--- config.mk ---
export PLATFORM = sky130hd
export DESIGN_NAME = card_pixel_pipe_flat
export DESIGN_NICKNAME = d
export VERILOG_FILES = /design/src/rtl/card_pixel_pipe_pkg.sv /design/src/rtl/card_pixel_pipe_if.sv /design/src/rtl/card_addr_decode.sv /design/src/rtl/card_pixel_pipe.sv /design/src/flat_wrapper.sv
export SDC_FILE = /design/constraint.sdc
export NUM_CORES = 1
export LEC_CHECK = 0
export ABC_AREA = 1
export BUFFER_PORTS_ARGS = -buffer_cell sky130_fd_sc_hd__buf_2
export CAP_MARGIN = 20
export CORE_ASPECT_RATIO = 0.75
export CORE_UTILIZATION = 35
export CTS_BUF_LIST = sky130_fd_sc_hd__clkbuf_4
export CTS_CLUSTER_SIZE = 25
export DETAILED_ROUTE_END_ITERATION = 16
export PLACE_DENSITY_LB_ADDON = 0.3
export RECOVER_POWER = 100
export SYNTH_ARGS = -nofsm -noshare
export SYNTH_HDL_FRONTEND = slang
export SYNTH_SLANG_ARGS = --single-unit
--- constraint.sdc ---
create_clock -name clk_25MHz -period 2.1 [get_ports clk_25MHz]
set_input_delay 0.42 -clock clk_25MHz [delete_from_list [all_inputs] [get_ports clk_25MHz]]
set_output_delay 0.42 -clock clk_25MHz [all_outputs]
set_load 0.005 [all_outputs]
--- src/rtl/card_pixel_pipe_pkg.sv ---
// Shared card definitions: card_type encoding, RGB444 colour type and default geometry.
// Also used by the board/hand layout engine.
package card_pkg;

   localparam int CARD_W_DEF         = 32;
   localparam int CARD_H_DEF         = 46;
   localparam int NUM_SUITS_DEF      = 4;
   localparam int CARDS_PER_SUIT_DEF = 13;
   localparam int NUM_JOKERS_DEF     = 2;

   // Number cards occupy 0..N_NUMBER-1; the jokers follow immediately.
   localparam int N_NUMBER = NUM_SUITS_DEF * CARDS_PER_SUIT_DEF;
   localparam int JOKER_0  = N_NUMBER;
   localparam int JOKER_1  = N_NUMBER + 1;

   typedef logic [11:0] rgb444_t;

   localparam rgb444_t HL_COLOR_DEF  = 12'hFF0;
   localparam rgb444_t BACK_A_DEF    = 12'h00F;
   localparam rgb444_t BACK_B_DEF    = 12'hFFF;
   localparam rgb444_t KEY_COLOR_DEF = 12'hF0F;

   typedef struct packed {
      logic       valid;
      logic [5:0] x;
      logic [5:0] y;
      logic [2:0] sel;
      logic       invalid;
      logic       oob;
      logic       highlight;
      logic       face_down;
   } pix_ctl_t;

endpackage

--- src/rtl/card_pixel_pipe_if.sv ---
// Request, glyph-ROM and result signals of card_pixel_pipe.
// The slave side is the pipe; the master side is the layout engine, the ROMs and the colour mux.
interface card_pixel_pipe_if #(
   parameter int ADDR_W    = 15,
   parameter int NUM_BANKS = 6
);
   logic                    in_valid;
   logic [5:0]              pixel_x;
   logic [5:0]              pixel_y;
   logic [5:0]              card_type;
   logic                    face_down;
   logic                    highlight;
   logic [ADDR_W-1:0]       rom_addr;
   logic [2:0]              rom_sel;
   logic [12*NUM_BANKS-1:0] rom_data;
   logic                    out_valid;
   logic [11:0]             card_pixel;
   logic                    out_transparent;

   modport master (
      output in_valid, pixel_x, pixel_y, card_type, face_down, highlight, rom_data,
      input  rom_addr, rom_sel, out_valid, card_pixel, out_transparent
   );

   modport slave (
      input  in_valid, pixel_x, pixel_y, card_type, face_down, highlight, rom_data,
      output rom_addr, rom_sel, out_valid, card_pixel, out_transparent
   );
endinterface

--- src/rtl/card_addr_decode.sv ---
// S0 decodes card_type into bank/base and flags; S1 forms the registered glyph ROM address.
module card_addr_decode
   import card_pkg::*;
#(
   parameter int CARD_W         = CARD_W_DEF,
   parameter int CARD_H         = CARD_H_DEF,
   parameter int NUM_SUITS      = NUM_SUITS_DEF,
   parameter int CARDS_PER_SUIT = CARDS_PER_SUIT_DEF,
   parameter int NUM_JOKERS     = NUM_JOKERS_DEF,
   parameter int ADDR_W         = 15
) (
   input  logic              clk_25MHz,
   input  logic              rst_n,
   input  logic              in_valid,
   input  logic [5:0]        pixel_x,
   input  logic [5:0]        pixel_y,
   input  logic [5:0]        card_type,
   input  logic              face_down,
   input  logic              highlight,
   output logic [ADDR_W-1:0] rom_addr,
   output logic [2:0]        rom_sel,
   output pix_ctl_t          s1_ctl
);
   localparam int         AW2 = ADDR_W + 2;
   localparam int         N   = NUM_SUITS * CARDS_PER_SUIT;
   localparam logic [6:0] N7  = 7'(N);
   localparam logic [6:0] NJ7 = 7'(N + NUM_JOKERS);

   if (CARDS_PER_SUIT * CARD_W * CARD_H > (1 << ADDR_W)) begin : g_addr_w_check
      $error("ADDR_W too narrow for the last rank glyph");
   end

   pix_ctl_t          s0_ctl_d, s0_ctl_q, s1_ctl_d, s1_ctl_q;
   logic [AW2-1:0]    base_d, base_q;
   logic [5:0]        rank;
   logic [ADDR_W-1:0] rom_addr_d, rom_addr_q;
   logic [2:0]        rom_sel_d, rom_sel_q;

   always_comb begin
      // NOTE: every combinationally written signal gets a default first so no path infers a latch.
      s0_ctl_d           = '0;
      base_d             = '0;
      rank               = '0;
      s0_ctl_d.valid     = in_valid;
      s0_ctl_d.x         = pixel_x;
      s0_ctl_d.y         = pixel_y;
      s0_ctl_d.face_down = face_down;
      s0_ctl_d.highlight = highlight;
      s0_ctl_d.oob       = ({1'b0, pixel_x} >= 7'(CARD_W)) || ({1'b0, pixel_y} >= 7'(CARD_H));
      if ({1'b0, card_type} < N7) begin
         // Divide/modulo by a constant as a compare chain: last suit whose first index is <= card_type.
         for (int s = 0; s < NUM_SUITS; s++) begin
            if (card_type >= 6'(s * CARDS_PER_SUIT)) begin
               s0_ctl_d.sel = 3'(s);
               rank         = card_type - 6'(s * CARDS_PER_SUIT);
            end
         end
         base_d = AW2'(rank) * AW2'(CARD_W * CARD_H);
      end else if ({1'b0, card_type} < NJ7) begin
         s0_ctl_d.sel = 3'(NUM_SUITS) + 3'(card_type - 6'(N));
      end else begin
         s0_ctl_d.invalid = 1'b1;
      end
   end

   always_comb begin
      s1_ctl_d   = s0_ctl_q;
      rom_addr_d = '0;
      rom_sel_d  = '0;
      if (!(s0_ctl_q.invalid || s0_ctl_q.oob)) begin
         rom_addr_d = ADDR_W'(base_q + AW2'(s0_ctl_q.y) * AW2'(CARD_W) + AW2'(s0_ctl_q.x));
         rom_sel_d  = s0_ctl_q.sel;
      end
   end

   always_ff @(posedge clk_25MHz or negedge rst_n) begin
      if (!rst_n) begin
         s0_ctl_q   <= '0;
         base_q     <= '0;
         s1_ctl_q   <= '0;
         rom_addr_q <= '0;
         rom_sel_q  <= '0;
      end else begin
         // NOTE: non-blocking assignments so every stage samples the previous stage's old value.
         s0_ctl_q   <= s0_ctl_d;
         base_q     <= base_d;
         s1_ctl_q   <= s1_ctl_d;
         rom_addr_q <= rom_addr_d;
         rom_sel_q  <= rom_sel_d;
      end
   end

   assign rom_addr = rom_addr_q;
   assign rom_sel  = rom_sel_q;
   assign s1_ctl   = s1_ctl_q;

endmodule

--- src/rtl/card_pixel_pipe.sv ---
// Pipelined card pixel lookup: address decode, ROM-aligned delay line and output colour rules.
module card_pixel_pipe
   import card_pkg::*;
#(
   parameter int      CARD_W         = CARD_W_DEF,
   parameter int      CARD_H         = CARD_H_DEF,
   parameter int      NUM_SUITS      = NUM_SUITS_DEF,
   parameter int      CARDS_PER_SUIT = CARDS_PER_SUIT_DEF,
   parameter int      NUM_JOKERS     = NUM_JOKERS_DEF,
   parameter int      ADDR_W         = 15,
   parameter int      ROM_LAT        = 1,
   parameter int      BORDER         = 2,
   parameter rgb444_t HL_COLOR       = HL_COLOR_DEF,
   parameter rgb444_t BACK_A         = BACK_A_DEF,
   parameter rgb444_t BACK_B         = BACK_B_DEF,
   parameter rgb444_t KEY_COLOR      = KEY_COLOR_DEF
) (
   input logic               clk_25MHz,
   input logic               rst_n,
   card_pixel_pipe_if.slave  bus
);
   localparam int NUM_BANKS = NUM_SUITS + NUM_JOKERS;

   if (ROM_LAT < 1 || ROM_LAT > 3) begin : g_rom_lat_check
      $error("ROM_LAT must be 1..3");
   end

   pix_ctl_t s1_ctl, ctl;
   pix_ctl_t dly_d [ROM_LAT];
   pix_ctl_t dly_q [ROM_LAT];
   rgb444_t  bank_pix, card_pixel_d, card_pixel_q;
   logic     in_border, out_valid_d, out_valid_q, transp_d, transp_q;

   card_addr_decode #(
      .CARD_W         (CARD_W),
      .CARD_H         (CARD_H),
      .NUM_SUITS      (NUM_SUITS),
      .CARDS_PER_SUIT (CARDS_PER_SUIT),
      .NUM_JOKERS     (NUM_JOKERS),
      .ADDR_W         (ADDR_W)
   ) u_decode (
      .clk_25MHz (clk_25MHz),
      .rst_n     (rst_n),
      .in_valid  (bus.in_valid),
      .pixel_x   (bus.pixel_x),
      .pixel_y   (bus.pixel_y),
      .card_type (bus.card_type),
      .face_down (bus.face_down),
      .highlight (bus.highlight),
      .rom_addr  (bus.rom_addr),
      .rom_sel   (bus.rom_sel),
      .s1_ctl    (s1_ctl)
   );

   always_comb begin
      dly_d[0] = s1_ctl;
      for (int i = 1; i < ROM_LAT; i++) dly_d[i] = dly_q[i-1];
   end

   // NOTE: the delay line is a handful of control flops, not a RAM, so it is reset to flush in-flight valids.
   always_ff @(posedge clk_25MHz or negedge rst_n) begin
      if (!rst_n) begin
         for (int i = 0; i < ROM_LAT; i++) dly_q[i] <= '0;
      end else begin
         for (int i = 0; i < ROM_LAT; i++) dly_q[i] <= dly_d[i];
      end
   end

   // The last delay stage lines up with the ROM word read for the same request.
   assign ctl       = dly_q[ROM_LAT-1];
   assign in_border = ({1'b0, ctl.x} < 7'(BORDER)) || ({1'b0, ctl.x} >= 7'(CARD_W - BORDER)) ||
                      ({1'b0, ctl.y} < 7'(BORDER)) || ({1'b0, ctl.y} >= 7'(CARD_H - BORDER));

   always_comb begin
      bank_pix = '0;
      for (int b = 0; b < NUM_BANKS; b++) begin
         if (ctl.sel == 3'(b)) bank_pix = bus.rom_data[12*b +: 12];
      end
      out_valid_d  = ctl.valid;
      card_pixel_d = '0;
      transp_d     = 1'b0;
      if (ctl.invalid || ctl.oob) begin
         transp_d = 1'b1;
      end else if (ctl.highlight && in_border) begin
         card_pixel_d = HL_COLOR;
      end else if (ctl.face_down) begin
         card_pixel_d = (ctl.x[2] ^ ctl.y[2]) ? BACK_B : BACK_A;
      end else if (bank_pix == KEY_COLOR) begin
         transp_d = 1'b1;
      end else begin
         card_pixel_d = bank_pix;
      end
   end

   always_ff @(posedge clk_25MHz or negedge rst_n) begin
      if (!rst_n) begin
         out_valid_q  <= 1'b0;
         card_pixel_q <= '0;
         transp_q     <= 1'b0;
      end else begin
         out_valid_q  <= out_valid_d;
         card_pixel_q <= card_pixel_d;
         transp_q     <= transp_d;
      end
   end

   assign bus.out_valid       = out_valid_q;
   assign bus.card_pixel      = card_pixel_q;
   assign bus.out_transparent = transp_q;

endmodule

--- src/flat_wrapper.sv ---
// flat-port wrapper written by rule: the top's interface ports become plain ports
module card_pixel_pipe_flat import card_pkg::*;
#(
   parameter int      CARD_W         = CARD_W_DEF,
   parameter int      CARD_H         = CARD_H_DEF,
   parameter int      NUM_SUITS      = NUM_SUITS_DEF,
   parameter int      CARDS_PER_SUIT = CARDS_PER_SUIT_DEF,
   parameter int      NUM_JOKERS     = NUM_JOKERS_DEF,
   parameter int      ADDR_W         = 15,
   parameter int      ROM_LAT        = 1,
   parameter int      BORDER         = 2,
   parameter rgb444_t HL_COLOR       = HL_COLOR_DEF,
   parameter rgb444_t BACK_A         = BACK_A_DEF,
   parameter rgb444_t BACK_B         = BACK_B_DEF,
   parameter rgb444_t KEY_COLOR      = KEY_COLOR_DEF
)
  (clk_25MHz, rst_n, bus_in_valid, bus_pixel_x, bus_pixel_y, bus_card_type, bus_face_down, bus_highlight, bus_rom_data, bus_rom_addr, bus_rom_sel, bus_out_valid, bus_card_pixel, bus_out_transparent);
  card_pixel_pipe_if #(.ADDR_W(ADDR_W), .NUM_BANKS((6))) bus_i ();
  input logic clk_25MHz;
  input logic rst_n;
  input wire logic [$bits(bus_i.in_valid)-1:0] bus_in_valid;
  input wire logic [$bits(bus_i.pixel_x)-1:0] bus_pixel_x;
  input wire logic [$bits(bus_i.pixel_y)-1:0] bus_pixel_y;
  input wire logic [$bits(bus_i.card_type)-1:0] bus_card_type;
  input wire logic [$bits(bus_i.face_down)-1:0] bus_face_down;
  input wire logic [$bits(bus_i.highlight)-1:0] bus_highlight;
  input wire logic [$bits(bus_i.rom_data)-1:0] bus_rom_data;
  output wire logic [$bits(bus_i.rom_addr)-1:0] bus_rom_addr;
  output wire logic [$bits(bus_i.rom_sel)-1:0] bus_rom_sel;
  output wire logic [$bits(bus_i.out_valid)-1:0] bus_out_valid;
  output wire logic [$bits(bus_i.card_pixel)-1:0] bus_card_pixel;
  output wire logic [$bits(bus_i.out_transparent)-1:0] bus_out_transparent;
  assign bus_i.in_valid = bus_in_valid;
  assign bus_i.pixel_x = bus_pixel_x;
  assign bus_i.pixel_y = bus_pixel_y;
  assign bus_i.card_type = bus_card_type;
  assign bus_i.face_down = bus_face_down;
  assign bus_i.highlight = bus_highlight;
  assign bus_i.rom_data = bus_rom_data;
  assign bus_rom_addr = bus_i.rom_addr;
  assign bus_rom_sel = bus_i.rom_sel;
  assign bus_out_valid = bus_i.out_valid;
  assign bus_card_pixel = bus_i.card_pixel;
  assign bus_out_transparent = bus_i.out_transparent;
  card_pixel_pipe #(.CARD_W(CARD_W), .CARD_H(CARD_H), .NUM_SUITS(NUM_SUITS), .CARDS_PER_SUIT(CARDS_PER_SUIT), .NUM_JOKERS(NUM_JOKERS), .ADDR_W(ADDR_W), .ROM_LAT(ROM_LAT), .BORDER(BORDER), .HL_COLOR(HL_COLOR), .BACK_A(BACK_A), .BACK_B(BACK_B), .KEY_COLOR(KEY_COLOR)) u_core (.clk_25MHz(clk_25MHz), .rst_n(rst_n), .bus(bus_i));
endmodule
==> results.ini, run 1 <==
[status]
status = complete, but fails checks
violations = setup timing

[critical_path]
crit_family = adder cells
max_stage_delay_ns = 0.51
rr_endpoint = u_core.u_decode.rom_addr[13]
cp_max_fo = 5
r2r-start = u_core.u_decode.s0_ctl_q[18]
crit_path_cell_trace = buf_12 -> inv_6 -> ha_4 -> o21ai_4 -> nor2_4 -> o211ai_1 -> o21ai_1 -> a21oi_1 -> ha_1 -> inv_1 -> fa_1 -> fa_1 -> inv_2 -> ha_4 -> a21oi_2 -> nand2_1 -> nand2_1 -> nand2_1 -> a21oi_2 -> xor2_1 -> nand2_1 -> nand2_1 -> nor2_1
reg2regPathDepth = 13
worstPathArrival_ns = 3.95
worstSetupPathType = primary input to flip-flop
crit_path_end_kind = flip-flop
crit_top_cell = nand2_1
crit_slowest_cell = fa_1
required_ns = 2.42
rrSetupSlack_ns = 0.07
crit_buf_inv = 4
critPathLaunchType = primary input

[logic_synthesis]
synthArstFlopShare = 1.00
netlist.area_leader.share = 0.506
yosysWarnings = 0
synth_nets = 681
synth_largest_area_cell = dfrtp_1
yosysMostFrequentCell = nand2_1
yosysSeqAreaShare = 0.506
ys_ff_latch = 97
synth.distinct_cells = 31
synthTopCellsByArea = dfrtp_1 (51%), nand2_1 (8.0%), ha_1 (7.8%), inv_1 (6.6%), nor2_1 (6.6%)
synthesis.area_mm2 = 0.00479
synth-edff-count = 0
yosys-top-cells-count = nand2_1 (102), dfrtp_1 (97), inv_1 (84), nor2_1 (84), a21oi_1 (36)
syn_inst = 549
syn_avg_cell_area_um2 = 8.73
synth-main-ff-cell = dfrtp_1

[flow_run]
cap_violations = 0

[die]
io_pins = 127
initial_core_util = 0.365
core-area_mm2 = 0.0132
die_area_mm2 = 0.0142
die_y_um = 103
fp.dieW_um = 137
rows = 36

[global_routing]
grt_antenna_before_repair = 0
grt_pass1_vias = 4187
track_usage = 0.173
grt_pass1_wl_um = 19100
grt_max_degree = 50
overflow = 0

[sta]
layout_min_cycle_time_ns = 3.63
worst_pin_slew_ns = 1.22
timing_hold_violations_final = 0
fin_ws_ns = -1.53
drv_slew = 0
finalCritPeriodShare = 1.73
setup_viol = 7
relSlewSlack = 0.188
rsz0062_at_grt = yes
finClkSkew_ns = 0.0167
max_freq_mhz = 276

[min_path]
hold_class = primary input to flip-flop
min_delay_worst_endpoint = u_core.u_decode.s0_ctl_q[13]
whs_path_depth = 1
hp-start = bus_pixel_x[0]

[finish]
fin_area_mm2 = 0.00679
fin_util = 0.516
areaGrowthSynthToFinish_pct = 41.6
diodes = 0
nets = 894
num-fill-cells = 1230
final_layout_size_suffix_gt1_frac = 0.375

[detailed_routing]
avgViaCountPerCell = 4.65
drtAntennaViolNets = 0
drt_iter0_drc = 171
finalWirelength_um = 12500
drcViolationCount = 0
num_vias = 4355
wl_per_cell_um = 13.3
drt-pass1-iter-count = 4

[clock_network]
clkTransAtPathRegs_ns = 0.14
cts_tree = yes
insertion_delay_ns = 0.43
cts_root_buffer = clkbuf_4
numClockSinks = 97
cts_made_buffers = 9
clockBufferDepth = 2
ctsHtreeMaxLevel = 3

[pwr]
ir_drop_v = 0.000505
leakagePower_uw = 0.00359
comb_power_share = 0.453
internal_power_uw = 3540
seq_power_share = 0.399
clkPwrFrac = 0.148
power_density_mw_per_mm2 = 803
switchingPower_uw = 1910
switching_share = 0.351

[place]
dpl.hpwl_um = 9210
pre_cts_ws_ns = -2.10
port_buffers = 126
gp_congestion = 0.846
place_area_mm2 = 0.00608

[worst max-delay path by stage]
stage | startpoint | to | slack [ns] | depth (start not counted)
5_1_grt | bus_card_type[1] | u_core.u_decode.base_q[14] | -1.79 | 25
3_5_place_dp | bus_card_type[1] | u_core.u_decode.base_q[14] | -2.10 | 23
4_1_cts | bus_card_type[1] | u_core.u_decode.base_q[14] | -1.40 | 24
6_report | bus_card_type[1] | u_core.u_decode.base_q[14] | -1.53 | 23
2_1_floorplan | bus_card_type[0] | u_core.u_decode.base_q[14] | -1.71 | 25
3_3_place_gp | bus_card_type[1] | u_core.u_decode.base_q[13] | -1.93 | 22
[power by group through the flow]
stage / clock network (µW) / logic [µW] / registers, µW
after floorplan: 0 / 1230 / 2190
after global placement: 0 / 1940 / 2210
after detailed placement: 0 / 2000 / 2210
after CTS: 850 / 2230 / 2170
after global routing: 921 / 2760 / 2200
final: 808 / 2470 / 2170
[metrics by stage]
stage / instances / hold WS, ns / setup TNS, ns / total power (µW)
2_1_floorplan: 549 / 0.124 / -8.39 / 3420
3_3_place_gp: 892 / 0.332 / -10.93 / 4140
3_5_place_dp: 892 / 0.335 / -11.43 / 4210
4_1_cts: 920 / 0.0572 / -5.83 / 5260
5_1_grt: 937 / 0.0425 / -7.94 / 5880
6_report: 937 / 0.0848 / -6.91 / 5450
[cells by family after synthesis]
group,after synthesis,share of synthesized area
compound gates,71,0.0809
fa+ha+maj,37,0.108
flops,97,0.506
xor+xnor,9,0.0164
buf+inv,95,0.0767
simple gates,240,0.212
[flip-flops by register name, indices dropped and copies added (netlist names)]
register	count
u_core.u_decode.s1_ctl	18
u_core.u_decode.base_q	9
u_core.bus.out_transparent	1
u_core.ctl	17
u_core.bus.card_pixel	12
u_core.u_decode.s0_ctl_q	20
u_core.u_decode.rom_sel	3
u_core.out_valid_d	1
u_core.u_decode.rom_addr	15
u_core.bus.out_valid	1
[cell usage in the layout, fill, tap and decap left out, types with 10 or more instances in the layout]
cell,instances
nor2_1,78
o21ai_0,13
nand2_1,94
buf_2,116
a21oi_1,27
ha_1,16
ha_4,13
nand4_1,19
dfrtp_1,95
inv_1,73
clkbuf_4,10
buf_6,10
nand3_1,21
buf_4,72
[routing by layer]
layer | routed length [µm] | up-vias | track usage | part of all wire
li1 | - | 2177 | - | -
met1 | 5510 | 2053 | 0.209 | 0.44
met2 | 6230 | 116 | 0.317 | 0.50
met3 | 680 | 9 | 0.0375 | 0.054
met4 | 76 | 0 | 0.0397 | 0.0061
met5 | 0 | - | 0 | 0
[layout make-up]
cell class / count / area, µm² / share of cell area
inverter: 87 / 342 / 0.0503
clock buffer: 10 / 75.1 / 0.0111
tap: 171 / 214 / 0.0315
sequential: 97 / 2430 / 0.358
multi-input combinational: 358 / 2360 / 0.347
clock inverter: 5 / 33.8 / 0.00498
timing repair buffer: 209 / 1340 / 0.197
[timing repair]
action,4_1_cts,5_1_grt
gates cloned,0,1
endpoints found under the hold margin,34,0
buffers inserted,14,16
setup endpoints to repair,7,19
resized for setup,55,35
pin swaps,20,23
hold buffers,1,0
No activity file was read; power rests on OpenSTA's default activity.
==> inputs of run 2 (changes only) <==
ABC_AREA = default   (was 1)
SLEW_MARGIN = 30   (was default)
==> run 2 against run 1 <==
Against the previous run: the flow still finishes with violations (setup timing); clock power decreased by 1%; combinational power grew 7%; highest routed layer unchanged; critical endpoint unchanged; power rose by 3.1%; sequential share of layout area shrank 0.46 points; register-to-register slack worse by 0.18 ns; critical path depth fell by 3; worst setup slack better by 0.19 ns; clock skew decreased by 0.0020 ns.
==> results.ini, run 2 <==
[status]
status = complete, but fails checks
violations = setup timing

[sta]
finClkSkew_ns = 0.0147
finalCritPeriodShare = 1.64
max_freq_mhz = 291
drv_slew = 0
layout_min_cycle_time_ns = 3.44
fin_ws_ns = -1.34
relSlewSlack = 0.516
whs_ns = 0.0780
worst_pin_slew_ns = 0.726
rsz0062_at_grt = yes
timing_hold_violations_final = 0
setup_tns_ns = -7.82
setup_viol = 16

[clock_network]
cts_tree = yes
cts_made_buffers = 9
clkTransAtPathRegs_ns = 0.13
ctsHtreeMaxLevel = 3
cts_root_buffer = clkbuf_4
numClockSinks = 97
clockBufferDepth = 2
insertion_delay_ns = 0.44

[pwr]
internal_power_uw = 3790
ir_drop_v = 0.000510
switching_share = 0.326
seq_power_share = 0.388
switchingPower_uw = 1830
clkPwrFrac = 0.142
comb_power_share = 0.469
leakagePower_uw = 0.00332
power_density_mw_per_mm2 = 817

[logic_synthesis]
synthesis.area_mm2 = 0.00475
syn_avg_cell_area_um2 = 11.3
syn_inst = 419
yosys-top-cells-count = dfrtp_1 (97), nor2_1 (36), ha_1 (30)
yosysWarnings = 0
yosysMostFrequentCell = dfrtp_1
synth_largest_area_cell = dfrtp_1
netlist.area_leader.share = 0.511
ys_ff_latch = 97
synth_nets = 551
synth.distinct_cells = 64
synthTopCellsByArea = dfrtp_1 (51%), ha_1 (7.9%), fa_1 (2.9%), nor2_1 (2.8%), xnor2_1 (2.4%)
synth-edff-count = 0
synth-main-ff-cell = dfrtp_1
yosysSeqAreaShare = 0.511
synthArstFlopShare = 1.00

[finish]
final_layout_size_suffix_gt1_frac = 0.491
largest_reg_flops = 20
fin_util = 0.525
nets = 769
num-fill-cells = 1189
final_cell_mix = buf_2 (115), dfrtp_1 (95), buf_4 (80)
areaGrowthSynthToFinish_pct = 44.7
layout_commonest_cell = buf_2
top_register = u_core.u_decode.s0_ctl_q
fin_area_mm2 = 0.00688

[detailed_routing]
num_vias = 3982
drt_iter0_drc = 168
drtAntennaViolNets = 0
avgViaCountPerCell = 4.89
finalWirelength_um = 11400
wl_per_cell_um = 14.1
drcViolationCount = 0
drt-pass1-iter-count = 4

[critical_path]
worstPathArrival_ns = 3.77
required_ns = 2.43
critPathLaunchType = primary input
crit_slowest_cell = fa_1
crit_path_end_kind = flip-flop
max_stage_delay_ns = 0.49
crit_path_cell_trace = buf_8 -> buf_6 -> ha_4 -> a31oi_2 -> and2_4 -> nor2b_1 -> nor3_2 -> o32ai_2 -> ha_1 -> ha_1 -> inv_1 -> fa_1 -> inv_2 -> ha_4 -> a21o_1 -> a21oi_4 -> o21ai_2 -> xnor2_1 -> xnor2_1 -> nor2_1
worstSetupPathType = primary input to flip-flop
cp_max_fo = 8

[die]
initial_core_util = 0.362
rows = 36
die_area_mm2 = 0.0140
fp.dieW_um = 137
core-area_mm2 = 0.0131
io_pins = 127
die_y_um = 103

[global_routing]
grt_antenna_before_repair = 0
grt_max_degree = 58
grt_pass1_vias = 4026
grt_pass1_wl_um = 18400
overflow = 0
track_usage = 0.167

[place]
dpl.hpwl_um = 8800
port_buffers = 126
place_area_mm2 = 0.00622
pre_cts_ws_ns = -2.00
gp_congestion = 0.863

[flow_run]
cap_violations = 0

[min_path]
hold_class = primary input to flip-flop

-- run 2: changes by cell type after synthesis, sizes merged, moves of 6 or more --
cell / previous run / this run
nand2: 103 / 12
inv: 86 / 24
nor2: 85 / 36
nand3: 21 / 4
a21oi: 36 / 22
nand4: 19 / 5
and2: 0 / 12
a221oi: 0 / 11
xnor2: 2 / 13
nor2b: 0 / 10
clkbuf: 1 / 10
mux2: 0 / 9
a22oi: 0 / 8
mux2i: 0 / 6
-- run 2: cell type report --
type | count | area, µm² | share of cell area
diodes | 1 | 2.50 | 0.000364
clock buffers | 11 | 82.6 | 0.0120
clock inverters | 5 | 22.5 | 0.00328
inverters | 26 | 105 | 0.0153
multi-input cells | 278 | 2540 | 0.370
flip-flops and latches | 97 | 2430 | 0.353
well taps | 171 | 214 | 0.0311
repair buffers | 225 | 1480 | 0.215
-- run 2: worst paths after layout --
kind / startpoint / end / slack, ns / depth (start not counted)
min in group asynchronous: rst_n / u_core.u_decode.s0_ctl_q[19] / 0.50 / 2
min: bus_in_valid / u_core.u_decode.s0_ctl_q[19] / 0.08 / 1
min reg2reg: u_core.u_decode.s1_ctl[9] / u_core.ctl[9] / 0.36 / 0
max in group asynchronous: rst_n / u_core.ctl[4] / 0.34 / 3
max reg2reg: u_core.ctl[6] / u_core.bus.card_pixel[1] / -0.11 / 7
max: bus_card_type[1] / u_core.u_decode.base_q[14] / -1.34 / 20
-- run 2: power groups by stage --
stage | sequential (µW) | clock (µW) | combinational [µW]
finish | 2180 | 800 | 2640
global route | 2210 | 928 | 2940
CTS | 2190 | 850 | 2460
detailed placement | 2220 | 0 | 2130
global placement | 2210 | 0 | 2080
floorplan | 2210 | 0 | 1300
-- run 2: critical path, delay by kind of cell --
family                   cells  cell delay [ns]
buffers and inverters        4             0.31
adder cells (fa/ha/maj)      5             1.41
AND/OR/NAND/NOR              4             0.53
AO/OA/AOI/OAI                5             0.74
XOR/XNOR                     2             0.32
-- run 2: logic make-up (layout without fill, tap and decap cells) --
group                      after synthesis  in the layout  share of synthesized area
AOI/OAI and AO/OA                      103            103                      0.151
and+or+nand+nor                        103            103                      0.116
DFF                                     97             97                      0.511
buffers and inverters                   44            267                     0.0398
adders and majority gates               37             37                      0.109
xor gates and xnor gates                19             19                     0.0350
muxes                                   16             16                     0.0387
other                                    0              1                          0
-- run 2: layer usage --
layer | vias to the layer above | share of wire | GRT usage
met5 | - | 0 | 0
met4 | 0 | 0.012 | 0.0299
met3 | 16 | 0.049 | 0.0393
met2 | 94 | 0.49 | 0.303
met1 | 1940 | 0.45 | 0.205
li1 | 1932 | - | -
-- run 2: stage by stage --
| stage | total power, µW | std cells |
|---|---|---|
| 2_1_floorplan | 3510 | 419 |
| 3_3_place_gp | 4290 | 778 |
| 6_report | 5620 | 814 |
| 4_1_cts | 5500 | 809 |
| 5_1_grt | 6070 | 813 |
| 3_5_place_dp | 4350 | 778 |
-- run 2: timing repair --
action                     CTS  global route
resized for setup           70            23
pin swaps                   37            13
hold buffers                 1             0
setup buffers               16             3
hold endpoints to repair    11             0
setup endpoints to repair   18            18
gates cloned                 0             1
